[config.mk]
export PLATFORM = sky130hd
export DESIGN_NAME = alu_branch_unit
export DESIGN_NICKNAME = d
export VERILOG_FILES = /design/src/rtl/alu_branch_unit.sv
export SDC_FILE = /design/constraint.sdc
export NUM_CORES = 1
export LEC_CHECK = 0
export CAP_MARGIN = 5
export CORE_UTILIZATION = 52
export CTS_CLUSTER_SIZE = 30
export DETAILED_ROUTE_END_ITERATION = 8
export PLACE_DENSITY_LB_ADDON = 0.08
export SYNTH_ARGS = -nofsm -noshare
export SYNTH_HDL_FRONTEND = slang
export SYNTH_SLANG_ARGS = --single-unit
[constraint.sdc]
create_clock -name Clock -period 6.4 [get_ports Clock]
set_input_delay 1.28 -clock Clock [delete_from_list [all_inputs] [get_ports Clock]]
set_output_delay 1.28 -clock Clock [all_outputs]
set_load 0.01 [all_outputs]
[src/rtl/alu_branch_unit.sv]
// Execute-stage ALU for the multicycle MIPS-style CPU: control decode, 32-bit ALU,
// zero flag, conditional-PC-write term, and the ALUOut register.
module alu_branch_unit #(
  parameter int WIDTH = 32
) (
  input  logic             Clock,
  input  logic             Reset_n,
  input  logic [31:0]      Inst,
  input  logic [1:0]       ALUOp,
  input  logic [WIDTH-1:0] AluA,
  input  logic [WIDTH-1:0] AluB,
  input  logic             PCWrCond,
  output logic [2:0]       AluCtrl,
  output logic [WIDTH-1:0] AluC,
  output logic             AluZ,
  output logic             AO,
  output logic [WIDTH-1:0] AluOut
);

  localparam logic [2:0] CTRL_AND  = 3'b000;
  localparam logic [2:0] CTRL_OR   = 3'b001;
  localparam logic [2:0] CTRL_ADD  = 3'b010;
  localparam logic [2:0] CTRL_XOR  = 3'b011;
  localparam logic [2:0] CTRL_NOR  = 3'b100;
  localparam logic [2:0] CTRL_SLTU = 3'b101;
  localparam logic [2:0] CTRL_SUB  = 3'b110;
  localparam logic [2:0] CTRL_SLT  = 3'b111;

  logic [5:0] opcode;
  logic [5:0] funct;
  logic       unused_inst;

  assign opcode      = Inst[31:26];
  assign funct       = Inst[5:0];
  // Register/immediate fields are decoded elsewhere in the CPU.
  assign unused_inst = ^Inst[25:6];

  always_comb begin
    AluCtrl = CTRL_ADD;
    unique case (ALUOp)
      2'b00: AluCtrl = CTRL_ADD;
      2'b01: AluCtrl = CTRL_SUB;
      2'b10: begin
        case (funct)
          6'b100000: AluCtrl = CTRL_ADD;
          6'b100010: AluCtrl = CTRL_SUB;
          6'b100100: AluCtrl = CTRL_AND;
          6'b100101: AluCtrl = CTRL_OR;
          6'b100110: AluCtrl = CTRL_XOR;
          6'b100111: AluCtrl = CTRL_NOR;
          6'b101010: AluCtrl = CTRL_SLT;
          6'b101011: AluCtrl = CTRL_SLTU;
          default:   AluCtrl = CTRL_ADD;
        endcase
      end
      2'b11: begin
        case (opcode)
          6'b001100: AluCtrl = CTRL_AND;
          6'b001101: AluCtrl = CTRL_OR;
          6'b001110: AluCtrl = CTRL_XOR;
          6'b001010: AluCtrl = CTRL_SLT;
          6'b001011: AluCtrl = CTRL_SLTU;
          default:   AluCtrl = CTRL_ADD;
        endcase
      end
      default: AluCtrl = CTRL_ADD;
    endcase
  end

  logic lt_signed;
  logic lt_unsigned;

  assign lt_signed   = $signed(AluA) < $signed(AluB);
  assign lt_unsigned = AluA < AluB;

  always_comb begin
    AluC = '0;
    unique case (AluCtrl)
      CTRL_AND:  AluC = AluA & AluB;
      CTRL_OR:   AluC = AluA | AluB;
      CTRL_ADD:  AluC = AluA + AluB;
      CTRL_SUB:  AluC = AluA - AluB;
      CTRL_XOR:  AluC = AluA ^ AluB;
      CTRL_NOR:  AluC = ~(AluA | AluB);
      CTRL_SLT:  AluC = {{(WIDTH-1){1'b0}}, lt_signed};
      CTRL_SLTU: AluC = {{(WIDTH-1){1'b0}}, lt_unsigned};
      default:   AluC = '0;
    endcase
  end

  assign AluZ = (AluC == '0);
  assign AO   = PCWrCond & AluZ;

  always_ff @(posedge Clock or negedge Reset_n) begin
    if (!Reset_n) AluOut <= '0;
    else          AluOut <= AluC;
  end

endmodule

==> impl_metrics.env, run 1 <==
export IMPL_status="aborted with a tool error"
export IMPL_haltStage="global routing (5_1_grt)"
export IMPL_error="[ERROR GRT-0116] Global routing finished with congestion. Check the congestion regions in the DRC Viewer."
export IMPL_grt_pass1_vias=14056
export IMPL_synth_area_leaders="ha_1 17%, dfrtp_1 11%, a21oi_1 7.1%"
export IMPL_postCtsHoldBufs=0
export IMPL_grt_max_degree=33
export IMPL_avgSynthCellArea_sq_um=7.17
export IMPL_portBuffers=149
export IMPL_synth_top_area_share_pct=17.1
export IMPL_synth_seq_cells=32
export IMPL_synth_most_common_cell="inv_1"
export IMPL_ys_flop_type="dfrtp_1"
export IMPL_cts_path_max_buffers=2
export IMPL_syn_num_nets=1178
export IMPL_initial_core_util_pct=53.2
export IMPL_clock_sinks=32
export IMPL_synthCells=979
export IMPL_yosysSeqAreaShare_pct=11.4
export IMPL_overflow=83
export IMPL_die_h_microns=118
export IMPL_htree_levels=2
export IMPL_row_count=42
export IMPL_yosysTopAreaCell="ha_1"
export IMPL_clk_root_buffer_cell="clkbuf_16"
export IMPL_async_reset_ff_share_pct=100
export IMPL_ios=170
export IMPL_synth_edff_count=0
export IMPL_die_x_microns=118
export IMPL_ys_warn_count=0
export IMPL_place_congestion=1.02
export IMPL_dp_hpwl_microns=26100
export IMPL_grt_pass1_wl_microns=81600
export IMPL_synth_top_cells_by_count="103 x inv_1, 100 x a21oi_1, 96 x ha_1"
export IMPL_synth_distinct_cells=82
export IMPL_grt_total_usage_pct=75.1
export IMPL_cts_buffers=5
export IMPL_synthesis_area_sq_um=7020
==> per-stage QoR <==
stage	instance area, sq um	utilization [%]	cells	setup WS, ns
detailed placement	11200	85.0	1609	-1.05
floorplan	7020	-	979	0.411
global placement	11200	85.0	1609	-0.978
CTS	12400	93.8	1648	0.000331
==> routing by layer <==
layer	GRT usage [%]	GRT overflow
met1	73.8	3
met2	95.8	44
met3	55.6	4
met4	77.6	32
met5	21.7	0
==> logic make-up after synthesis <==
group	count (synthesis)	share of synthesized area, %
compound gates	363	36.0
simple gates	282	20.4
buf+inv	169	9.70
fa+ha+maj	98	17.7
flops	32	11.4
mux	24	3.44
xor+xnor	11	1.37
==> what timing repair did <==
item,CTS
setup endpoints to repair,18
pin swaps,68
gates resized for setup,200
setup buffers,32
==> inputs of run 2 (changes only) <==
--- a/config.mk
+++ b/config.mk
@@ -6,10 +6,9 @@
 export NUM_CORES = 1
 export LEC_CHECK = 0
 export CAP_MARGIN = 5
-export CORE_UTILIZATION = 52
-export CTS_CLUSTER_SIZE = 30
+export CORE_UTILIZATION = 40
 export DETAILED_ROUTE_END_ITERATION = 8
-export PLACE_DENSITY_LB_ADDON = 0.08
+export PLACE_DENSITY_LB_ADDON = 0.15
 export SYNTH_ARGS = -nofsm -noshare
 export SYNTH_HDL_FRONTEND = slang
 export SYNTH_SLANG_ARGS = --single-unit
==> run 2 against run 1 <==
Against the previous run:
- the flow now finishes, with violations (negative setup slack)
- synthesized cell count is the same
- area after synthesis is the same
==> impl_metrics.env, run 2 <==
export IMPL_postCtsHoldBufs=0
export IMPL_reg_top3="AluOut (32)"
export IMPL_cts_path_max_buffers=2
export IMPL_clk_root_buffer_cell="clkbuf_16"
export IMPL_place_inst=1669
export IMPL_crit_chain="dlygate4sd2_1, inv_2, ha_4, buf_4, nor4_4, nand3_1, a21oi_2, buf_4, or4_1, a21oi_1, o32a_1, or3_1, or4_4, nor4_4, buf_4, nand3b_1, nor4_4, buf_2"
export IMPL_finalHoldViolCount=0
export IMPL_synthesis_area_sq_um=7020
export IMPL_crit_buf_inv=6
export IMPL_met3_wirelength_microns=3140
export IMPL_ios=170
export IMPL_fin_ws_ns=-0.0320
export IMPL_synth_area_leaders="ha_1 17%, dfrtp_1 11%, a21oi_1 7.1%"
export IMPL_cap_violations=0
export IMPL_initial_core_util_pct=40.7
export IMPL_tritoncts="done"
export IMPL_fin_area_sq_um=13500
export IMPL_tightest_slew_ns=0.785
export IMPL_dp_hpwl_microns=25600
export IMPL_final_common_cell="buf_4"
export IMPL_rsz0062_at_grt="yes"
export IMPL_critPathSlowestCell="or4_4"
export IMPL_wl_met1_microns=14500
export IMPL_die_h_microns=134
export IMPL_dpl_cell_area_sq_um=11400
export IMPL_avgSynthCellArea_sq_um=7.17
export IMPL_arrival_ns=5.15
export IMPL_overflow=0
export IMPL_fin_crit_sh_pct=100
export IMPL_fin_nets=1727
export IMPL_max_slew_margin_rel_pct=47.5
export IMPL_largest_register="AluOut"
export IMPL_required_ns=5.12
export IMPL_cp_slowest_stage_delay_ns=0.44
export IMPL_cts_clk_slew_worst_paths_ns=0.05
export IMPL_synth_edff_count=0
export IMPL_row_count=48
export IMPL_synth_distinct_cells=82
export IMPL_clock_sinks=32
export IMPL_synthCells=979
export IMPL_via_per_inst=5.82
export IMPL_grt_antenna_before_repair=0
export IMPL_hold_class="in2async"
export IMPL_power_density_nw_per_um2=142
export IMPL_grt_pass1_wl_microns=51300
export IMPL_grt_total_usage_pct=36.1
export IMPL_final_cells=1754
export IMPL_setup_viol=1
export IMPL_final_layout_size_suffix_gt1_share_pct=44.9
export IMPL_final_antenna_net_count=0
export IMPL_max_freq_ghz=0.155
export IMPL_cp_top_family="simple AND/OR/NAND/NOR gates"
export IMPL_top_layer_used="met4"
export IMPL_drc=0
export IMPL_syn_num_nets=1178
export IMPL_dieArea_sq_um=18100
export IMPL_final_cell_mix="415 x buf_4, 101 x clkdlybuf4s50_1, 73 x a21oi_1"
export IMPL_cp_end_kind="output pin"
export IMPL_total_leakage_power_nw=6.26
export IMPL_area_delta_synth_final_pct=91.9
export IMPL_grt_pass1_vias=9545
export IMPL_routed_via_count=10206
export IMPL_place_congestion=0.980
export IMPL_core_sq_um=17200
export IMPL_fin_hold_ws_ns=1.40
export IMPL_yosysTopAreaCell="ha_1"
export IMPL_synth_most_common_cell="inv_1"
export IMPL_violations="negative setup slack"
export IMPL_yosysSeqAreaShare_pct=11.4
export IMPL_status="finished with violations"
export IMPL_synth_top_area_share_pct=17.1
export IMPL_avgRoutedWirePerCell_microns=19.5
export IMPL_synth_top_cells_by_count="103 x inv_1, 100 x a21oi_1, 96 x ha_1"
export IMPL_ys_warn_count=0
export IMPL_ir_drop_uv=196
export IMPL_diodes=0
export IMPL_grt_max_degree=33
export IMPL_die_x_microns=134
export IMPL_cts_buffers=5
export IMPL_ys_flop_type="dfrtp_1"
export IMPL_path_class="in2out"
export IMPL_synth_seq_cells=32
export IMPL_cp_start_kind="primary input"
export IMPL_drt_iter0_drc=1093
export IMPL_first_pass_iters=6
export IMPL_htree_levels=2
export IMPL_async_reset_ff_share_pct=100
export IMPL_slew_viol_final=0
export IMPL_path_max_fanout=4
export IMPL_portBuffers=149
export IMPL_wl_met2_microns=15500
export IMPL_largest_register_ffs=32
export IMPL_totalWireLength_microns=34300
export IMPL_min_period_ns=6.43
run 2: power by group:
part	internal [mW]	total [mW]	switching [mW]
logic	0.734	1.42	0.684
registers	0.244	0.256	0.0119
clock network	0.155	0.236	0.0816
total	1.13	1.91	0.777
run 2: worst max path at each step:
stage	from	to	slack [ns]	depth (start not counted)
2_1_floorplan	AluA[6]	AluZ	0.41	14
3_3_place_gp	AluA[0]	AO	-0.97	17
3_5_place_dp	AluA[0]	AO	-1.03	16
4_1_cts	AluA[12]	AO	0.002	17
5_1_grt	AluA[8]	AO	-0.13	18
6_report	AluB[8]	AO	-0.03	18
run 2: timing repair:
action | in CTS | in global routing
setup buffers | 50 | 28
endpoints found under the setup margin | 13 | 6
pin swaps | 71 | 76
resized for setup | 246 | 145
cloned | 0 | 1
run 2: per-layer routing:
| layer | vias to the layer above | track usage, % |
|---|---|---|
| met3 | 131 | 5.44 |
| met5 | - | 0 |
| met1 | 4785 | 48.8 |
| met2 | 566 | 59.1 |
| li1 | 4724 | - |
| met4 | 0 | 11.2 |
run 2: cell families after synthesis:
| kind of cell | after synthesis | synth area share, % |
|---|---|---|
| buffers and inverters | 169 | 9.70 |
| XOR/XNOR | 11 | 1.37 |
| AND/OR/NAND/NOR | 282 | 20.4 |
| flip-flops | 32 | 11.4 |
| AO/OA/AOI/OAI | 363 | 36.0 |
| multiplexers | 24 | 3.44 |
| adder cells (fa/ha/maj) | 98 | 17.7 |
run 2: through the flow:
stage	worst slack, ns	total power [mW]	TNS (ns)	utilization (%)
detailed placement	-1.03	1.42	-3.66	66.0
global placement	-0.972	1.41	-3.50	66.0
CTS	0.00226	1.79	0	73.8
finish	-0.0320	1.91	-0.0320	78.2
floorplan	0.411	0.751	0	-
global route	-0.126	2.01	-0.197	78.2
run 2: final cells by class:
class	count	area, sq um
Clock buffer	8	146
Timing Repair Buffer	603	5090
Fill cell	1228	3760
Sequential cell	32	801
Tap cell	225	282
Inverter	108	425
Multi-Input combinational cell	778	6730
(Power assumes the default switching activity.)
==> inputs of run 3 (changes only) <==
--- a/config.mk
+++ b/config.mk
@@ -7,6 +7,7 @@
 export LEC_CHECK = 0
 export CAP_MARGIN = 5
 export CORE_UTILIZATION = 40
+export CTS_BUF_LIST = sky130_fd_sc_hd__clkbuf_4 sky130_fd_sc_hd__clkbuf_8
 export DETAILED_ROUTE_END_ITERATION = 8
 export PLACE_DENSITY_LB_ADDON = 0.15
 export SYNTH_ARGS = -nofsm -noshare
==> run 3 against run 2 <==
Against the previous run:
- the flow now finishes without violations
- wire length is 2.9% higher
- flip-flop and latch count stayed put
- combinational power hardly changed
- worst hold slack better by 0.013 ns
- cell area is 0.73% higher
- die area stayed put
- critical path type unchanged
- critical endpoint is now AluZ
- largest cell class unchanged
- highest routed layer unchanged
==> impl_metrics.env, run 3 (synthesis gave the netlist of run 2 again) <==
export IMPL_status="finished, final reports clean"
export IMPL_fin_area_sq_um=13600
export IMPL_cp_end_kind="output pin"
export IMPL_row_count=48
export IMPL_overflow=0
export IMPL_diodes=0
export IMPL_drt_iter0_drc=1174
export IMPL_place_inst=1669
export IMPL_hold_class="in2async"
export IMPL_ir_drop_uv=163
export IMPL_critPathSlowestCell="clkdlybuf4s50_1"
export IMPL_cp_slowest_stage_delay_ns=0.49
export IMPL_grt_antenna_before_repair=0
export IMPL_htree_levels=2
export IMPL_p_comb_share_pct=77.5
export IMPL_slew_viol_final=0
export IMPL_required_ns=5.12
export IMPL_final_cell_mix="427 x buf_4, 101 x clkdlybuf4s50_1, 69 x nor2_1"
export IMPL_crit_buf_inv=6
export IMPL_path_max_fanout=2
export IMPL_largest_register="AluOut"
export IMPL_cp_start_kind="primary input"
export IMPL_grt_pass1_vias=9503
export IMPL_totalWireLength_microns=35300
export IMPL_final_layout_size_suffix_gt1_share_pct=46.1
export IMPL_grt_max_degree=33
export IMPL_cts_path_max_buffers=2
export IMPL_cts_buffers=5
export IMPL_final_common_cell="buf_4"
export IMPL_largest_register_ffs=32
export IMPL_crit_chain="clkdlybuf4s50_1, inv_1, buf_4, ha_1, buf_4, a21oi_2, o31a_1, o221ai_4, buf_4, a32oi_1, o211ai_1, nor3_2, nor2_2, or4_4, or4_4, nor4_2, buf_2"
export IMPL_first_pass_iters=6
export IMPL_dpl_cell_area_sq_um=11400
export IMPL_power_density_nw_per_um2=137
export IMPL_routed_via_count=10379
export IMPL_core_sq_um=17200
export IMPL_via_per_inst=5.89
export IMPL_setup_viol=0
export IMPL_area_delta_synth_final_pct=93.3
export IMPL_tightest_slew_ns=0.664
export IMPL_finalHoldViolCount=0
export IMPL_total_leakage_power_nw=6.33
export IMPL_clock_sinks=32
export IMPL_grt_pass1_wl_microns=50500
export IMPL_dp_hpwl_microns=25600
export IMPL_power_switching_uw=778
export IMPL_path_class="in2out"
export IMPL_fin_nets=1734
export IMPL_fin_crit_sh_pct=98.7
export IMPL_min_period_ns=6.32
export IMPL_final_cells=1761
export IMPL_cap_violations=0
export IMPL_max_slew_margin_rel_pct=55.3
export IMPL_cp_top_family="simple AND/OR/NAND/NOR gates"
export IMPL_multiInputGateArea_sq_um=6850
export IMPL_initial_core_util_pct=40.7
export IMPL_portBuffers=149
export IMPL_die_x_microns=134
export IMPL_ios=170
export IMPL_grt_total_usage_pct=35.7
export IMPL_power_mw=1.86
export IMPL_nFillCells=1196
export IMPL_place_congestion=0.980
export IMPL_intPower_mw=1.08
export IMPL_postCtsHoldBufs=0
export IMPL_seqPwrFrac_pct=13.8
export IMPL_max_freq_ghz=0.158
export IMPL_drc=0
export IMPL_arrival_ns=5.04
export IMPL_crit_top_cell="buf_4"
export IMPL_avgRoutedWirePerCell_microns=20.0
export IMPL_power_switching_fraction_pct=41.9
export IMPL_tritoncts="done"
export IMPL_reg_top3="AluOut (32)"
export IMPL_regArea_sq_um=801
export IMPL_dieArea_sq_um=18100
export IMPL_die_h_microns=134
export IMPL_cts_clk_slew_worst_paths_ns=0.06
export IMPL_final_antenna_net_count=0
export IMPL_clk_root_buffer_cell="clkbuf_8"
export IMPL_clkPwrFrac_pct=8.8
run 3: cell count changes in the layout (fill, tap and decap cells not counted), sizes merged:
| cell | before | now |
|---|---|---|
| buf | 464 | 468 |
| bufbuf | 0 | 1 |
| clkbuf | 14 | 12 |
| clkdlybuf4s15 | 0 | 3 |
| dlygate4sd2 | 16 | 14 |
| dlymetal6s2s | 16 | 19 |
run 3: layer usage:
layer  wire [microns]  share of wire [%]  GRT usage [%]
met5                0                  0              0
met1            14600                 41           47.8
met3             3320                9.4           6.19
met4             1220                3.5           11.3
met2            16200                 46           58.1
run 3: worst paths after layout:
kind,startpoint,endpoint,cells after the start
max in group asynchronous,Reset_n,AluOut[0]$_DFF_PN0_,2
min,Reset_n,AluOut[11]$_DFF_PN0_,2
max,AluB[16],AluZ,17
min in group Clock,AluA[4],AluOut[4]$_DFF_PN0_,6
run 3: final cells by class:
type                    count  share of cell area (%)
repair buffers            610                    37.8
well taps                 225                    2.07
inverters                 108                    3.06
flip-flops and latches     32                    5.90
multi-input cells         778                    50.4
clock buffers               8                   0.719
run 3: per-stage QoR:
step                      TNS (ns)  utilization, %  hold WS [ns]  setup slack, ns
after floorplan                  0               -         0.984            0.411
after global placement       -3.50            66.0          1.70           -0.972
after detailed placement     -3.66            66.0          1.69            -1.03
after CTS                        0            73.3          1.40         0.000560
after global routing        -0.167            78.7          1.44          -0.0844
final                            0            78.7          1.41           0.0845
run 3: repair_timing:
action	CTS	global route
setup buffers	44	41
gates cloned	1	1
pin swaps	64	58
gates resized for setup	227	165
endpoints found under the setup margin	12	5
endpoints found under the hold margin	0	0
run 3: power by group through the flow:
stage	clock network (mW)	registers (mW)	logic (mW)
2_1_floorplan	0	0.282	0.468
3_3_place_gp	0	0.257	1.15
3_5_place_dp	0	0.258	1.16
4_1_cts	0.164	0.254	1.28
5_1_grt	0.178	0.259	1.51
6_report	0.163	0.256	1.44
==> inputs of run 4 (changes only) <==
--- a/config.mk
+++ b/config.mk
@@ -6,10 +6,12 @@
 export NUM_CORES = 1
 export LEC_CHECK = 0
 export CAP_MARGIN = 5
+export CORE_ASPECT_RATIO = 0.6
 export CORE_UTILIZATION = 40
 export CTS_BUF_LIST = sky130_fd_sc_hd__clkbuf_4 sky130_fd_sc_hd__clkbuf_8
 export DETAILED_ROUTE_END_ITERATION = 8
 export PLACE_DENSITY_LB_ADDON = 0.15
+export SETUP_SLACK_MARGIN = 0.2
 export SYNTH_ARGS = -nofsm -noshare
 export SYNTH_HDL_FRONTEND = slang
 export SYNTH_SLANG_ARGS = --single-unit
==> run 4 against run 3 <==
Against the previous run:
- combinational power increased by 6%
- highest routed layer unchanged
- wire length increased by 8.8%
- critical path type unchanged
- worst setup slack got worse by 0.053 ns
- maximum frequency decreased by 0.83%
- critical path depth decreased by 1
- worst hold slack got worse by 0.024 ns
- total power increased by 3.8%
- critical endpoint unchanged
- first-iteration DRC count increased by 7.2%
==> impl_metrics.env, run 4 (synthesis gave the netlist of run 2 again) <==
export IMPL_totalWireLength_microns=38400
export IMPL_crit_chain="clkdlybuf4s50_1, and4bb_2, o211ai_1, nor2b_4, inv_2, buf_12, buf_6, a21oi_2, mux2i_1, o32a_1, or3_1, or4_4, nor4_4, nand3b_1, nor4_4, buf_2"
export IMPL_grt_total_usage_pct=40.1
export IMPL_power_density_nw_per_um2=140
export IMPL_clkPwrFrac_pct=7.8
export IMPL_clock_sinks=32
export IMPL_grt_antenna_before_repair=0
export IMPL_overflow=0
export IMPL_cts_buffers=5
export IMPL_utilization_pct=80.4
export IMPL_clk_root_buffer_cell="clkbuf_8"
export IMPL_final_layout_size_suffix_gt1_share_pct=47.1
export IMPL_drt_iter0_drc=1258
export IMPL_avgRoutedWirePerCell_microns=21.5
export IMPL_fin_crit_sh_pct=99.5
export IMPL_crit_top_cell="nor4_4"
export IMPL_place_ws_ns=-1.19
export IMPL_max_freq_ghz=0.157
export IMPL_dp_hpwl_microns=28300
export IMPL_diodes=0
export IMPL_first_pass_iters=6
export IMPL_drc=0
export IMPL_arrival_ns=5.09
export IMPL_fin_nets=1746
export IMPL_cts_clk_slew_worst_paths_ns=0.07
export IMPL_die_x_microns=173
export IMPL_routed_via_count=10623
export IMPL_cp_top_family="simple AND/OR/NAND/NOR gates"
export IMPL_final_cell_mix="430 x buf_4, 97 x clkdlybuf4s50_1, 69 x a21oi_1"
export IMPL_cp_start_kind="primary input"
export IMPL_largest_register="AluOut"
export IMPL_die_h_microns=105
export IMPL_seqPwrFrac_pct=13.3
export IMPL_intPower_mw=1.09
export IMPL_final_antenna_net_count=0
export IMPL_ir_drop_uv=101
export IMPL_hold_class="in2async"
export IMPL_cp_end_kind="output pin"
export IMPL_grt_pass1_wl_microns=56700
export IMPL_cp_slowest_stage_delay_ns=0.45
export IMPL_finalHoldViolCount=0
export IMPL_ios=170
export IMPL_path_max_fanout=8
export IMPL_crit_buf_inv=5
export IMPL_power_switching_fraction_pct=43.4
export IMPL_largest_register_ffs=32
export IMPL_min_period_ns=6.37
export IMPL_critPathSlowestCell="or4_4"
export IMPL_place_congestion=0.976
export IMPL_core_sq_um=17100
export IMPL_cts_path_max_buffers=2
export IMPL_p_comb_share_pct=78.9
export IMPL_slew_viol_final=0
export IMPL_row_count=37
export IMPL_power_switching_uw=837
export IMPL_max_slew_margin_rel_pct=58.2
export IMPL_fin_area_sq_um=13800
export IMPL_fin_hold_ws_ns=1.39
export IMPL_grt_pass1_vias=10075
export IMPL_total_leakage_power_nw=6.31
export IMPL_final_common_cell="buf_4"
export IMPL_initial_core_util_pct=41.0
export IMPL_nFillCells=1111
export IMPL_dieArea_sq_um=18100
export IMPL_via_per_inst=5.96
export IMPL_path_class="in2out"
export IMPL_dpl_cell_area_sq_um=11500
export IMPL_required_ns=5.12
export IMPL_rsz0062_at_grt="yes"
export IMPL_grt_max_degree=33
export IMPL_htree_levels=2
export IMPL_reg_top3="AluOut (32)"
export IMPL_status="finished, final reports clean"
export IMPL_area_delta_synth_final_pct=96.2
export IMPL_setup_viol=0
export IMPL_portBuffers=149
export IMPL_tightest_slew_ns=0.623
export IMPL_cap_violations=0
export IMPL_tritoncts="done"
export IMPL_fin_ws_ns=0.0316
[run 4: cell types whose count changed in the layout (fill, tap and decap cells not counted), moves of 5 or more]
cell            previous run  this run
buf_6                     24        39
inv_4                      4         9
o21ai_1                    9        15
o21ai_0                   50        41
dlymetal6s2s_1            19         7
a21oi_4                    7        14
inv_2                     34        27
nor2_2                     5        11
a21oi_2                   26        17
dlygate4sd2_1             14        26
[run 4: final cells by class]
type | count | area [sq um] | area share [%]
flip-flops and latches | 32 | 801 | 5.81
well taps | 234 | 293 | 2.13
multi-input cells | 778 | 6960 | 50.5
clock inverters | 1 | 5.00 | 0.0363
clock buffers | 6 | 76.3 | 0.554
repair buffers | 622 | 5200 | 37.8
inverters | 108 | 437 | 3.17
[run 4: what timing repair did]
action                                  CTS  global route
hold endpoints to repair                  0             0
resized for setup                       396            69
setup buffers                            72            19
hold buffers                              0             0
endpoints found under the setup margin   20            11
pin swaps                                94            39
[run 4: power groups by stage]
stage	combinational, mW	sequential [mW]	clock (mW)
after global placement	1.19	0.258	0
after global routing	1.59	0.261	0.160
after CTS	1.39	0.255	0.148
after detailed placement	1.20	0.258	0
final	1.52	0.257	0.150
after floorplan	0.468	0.282	0
[run 4: path summary, 6_finish.rpt]
path / from / depth (start not counted) / slack [ns] / end
worst max-delay path: Inst[29] / 16 / 0.03 / AluZ
worst min-delay path: Reset_n / 2 / 1.39 / AluOut[14]$_DFF_PN0_
max in group asynchronous: Reset_n / 2 / 4.71 / AluOut[16]$_DFF_PN0_
min in group Clock: AluB[4] / 6 / 1.69 / AluOut[4]$_DFF_PN0_
[run 4: per-layer routing]
layer	wire [microns]	up-vias	share of wire (%)	track usage [%]
met5	0	-	0	0
met4	581	0	1.5	6.89
met3	5710	68	15	17.1
met2	15800	805	41	57.9
met1	16300	4992	42	55.2
li1	-	4758	-	-
[run 4: stage by stage]
stage / total power, mW / TNS [ns] / std cells
global route: 2.01 / -0.114 / 1781
floorplan: 0.751 / 0 / 979
finish: 1.93 / 0 / 1781
detailed placement: 1.45 / -6.60 / 1683
CTS: 1.80 / 0 / 1762
global placement: 1.44 / -5.81 / 1683
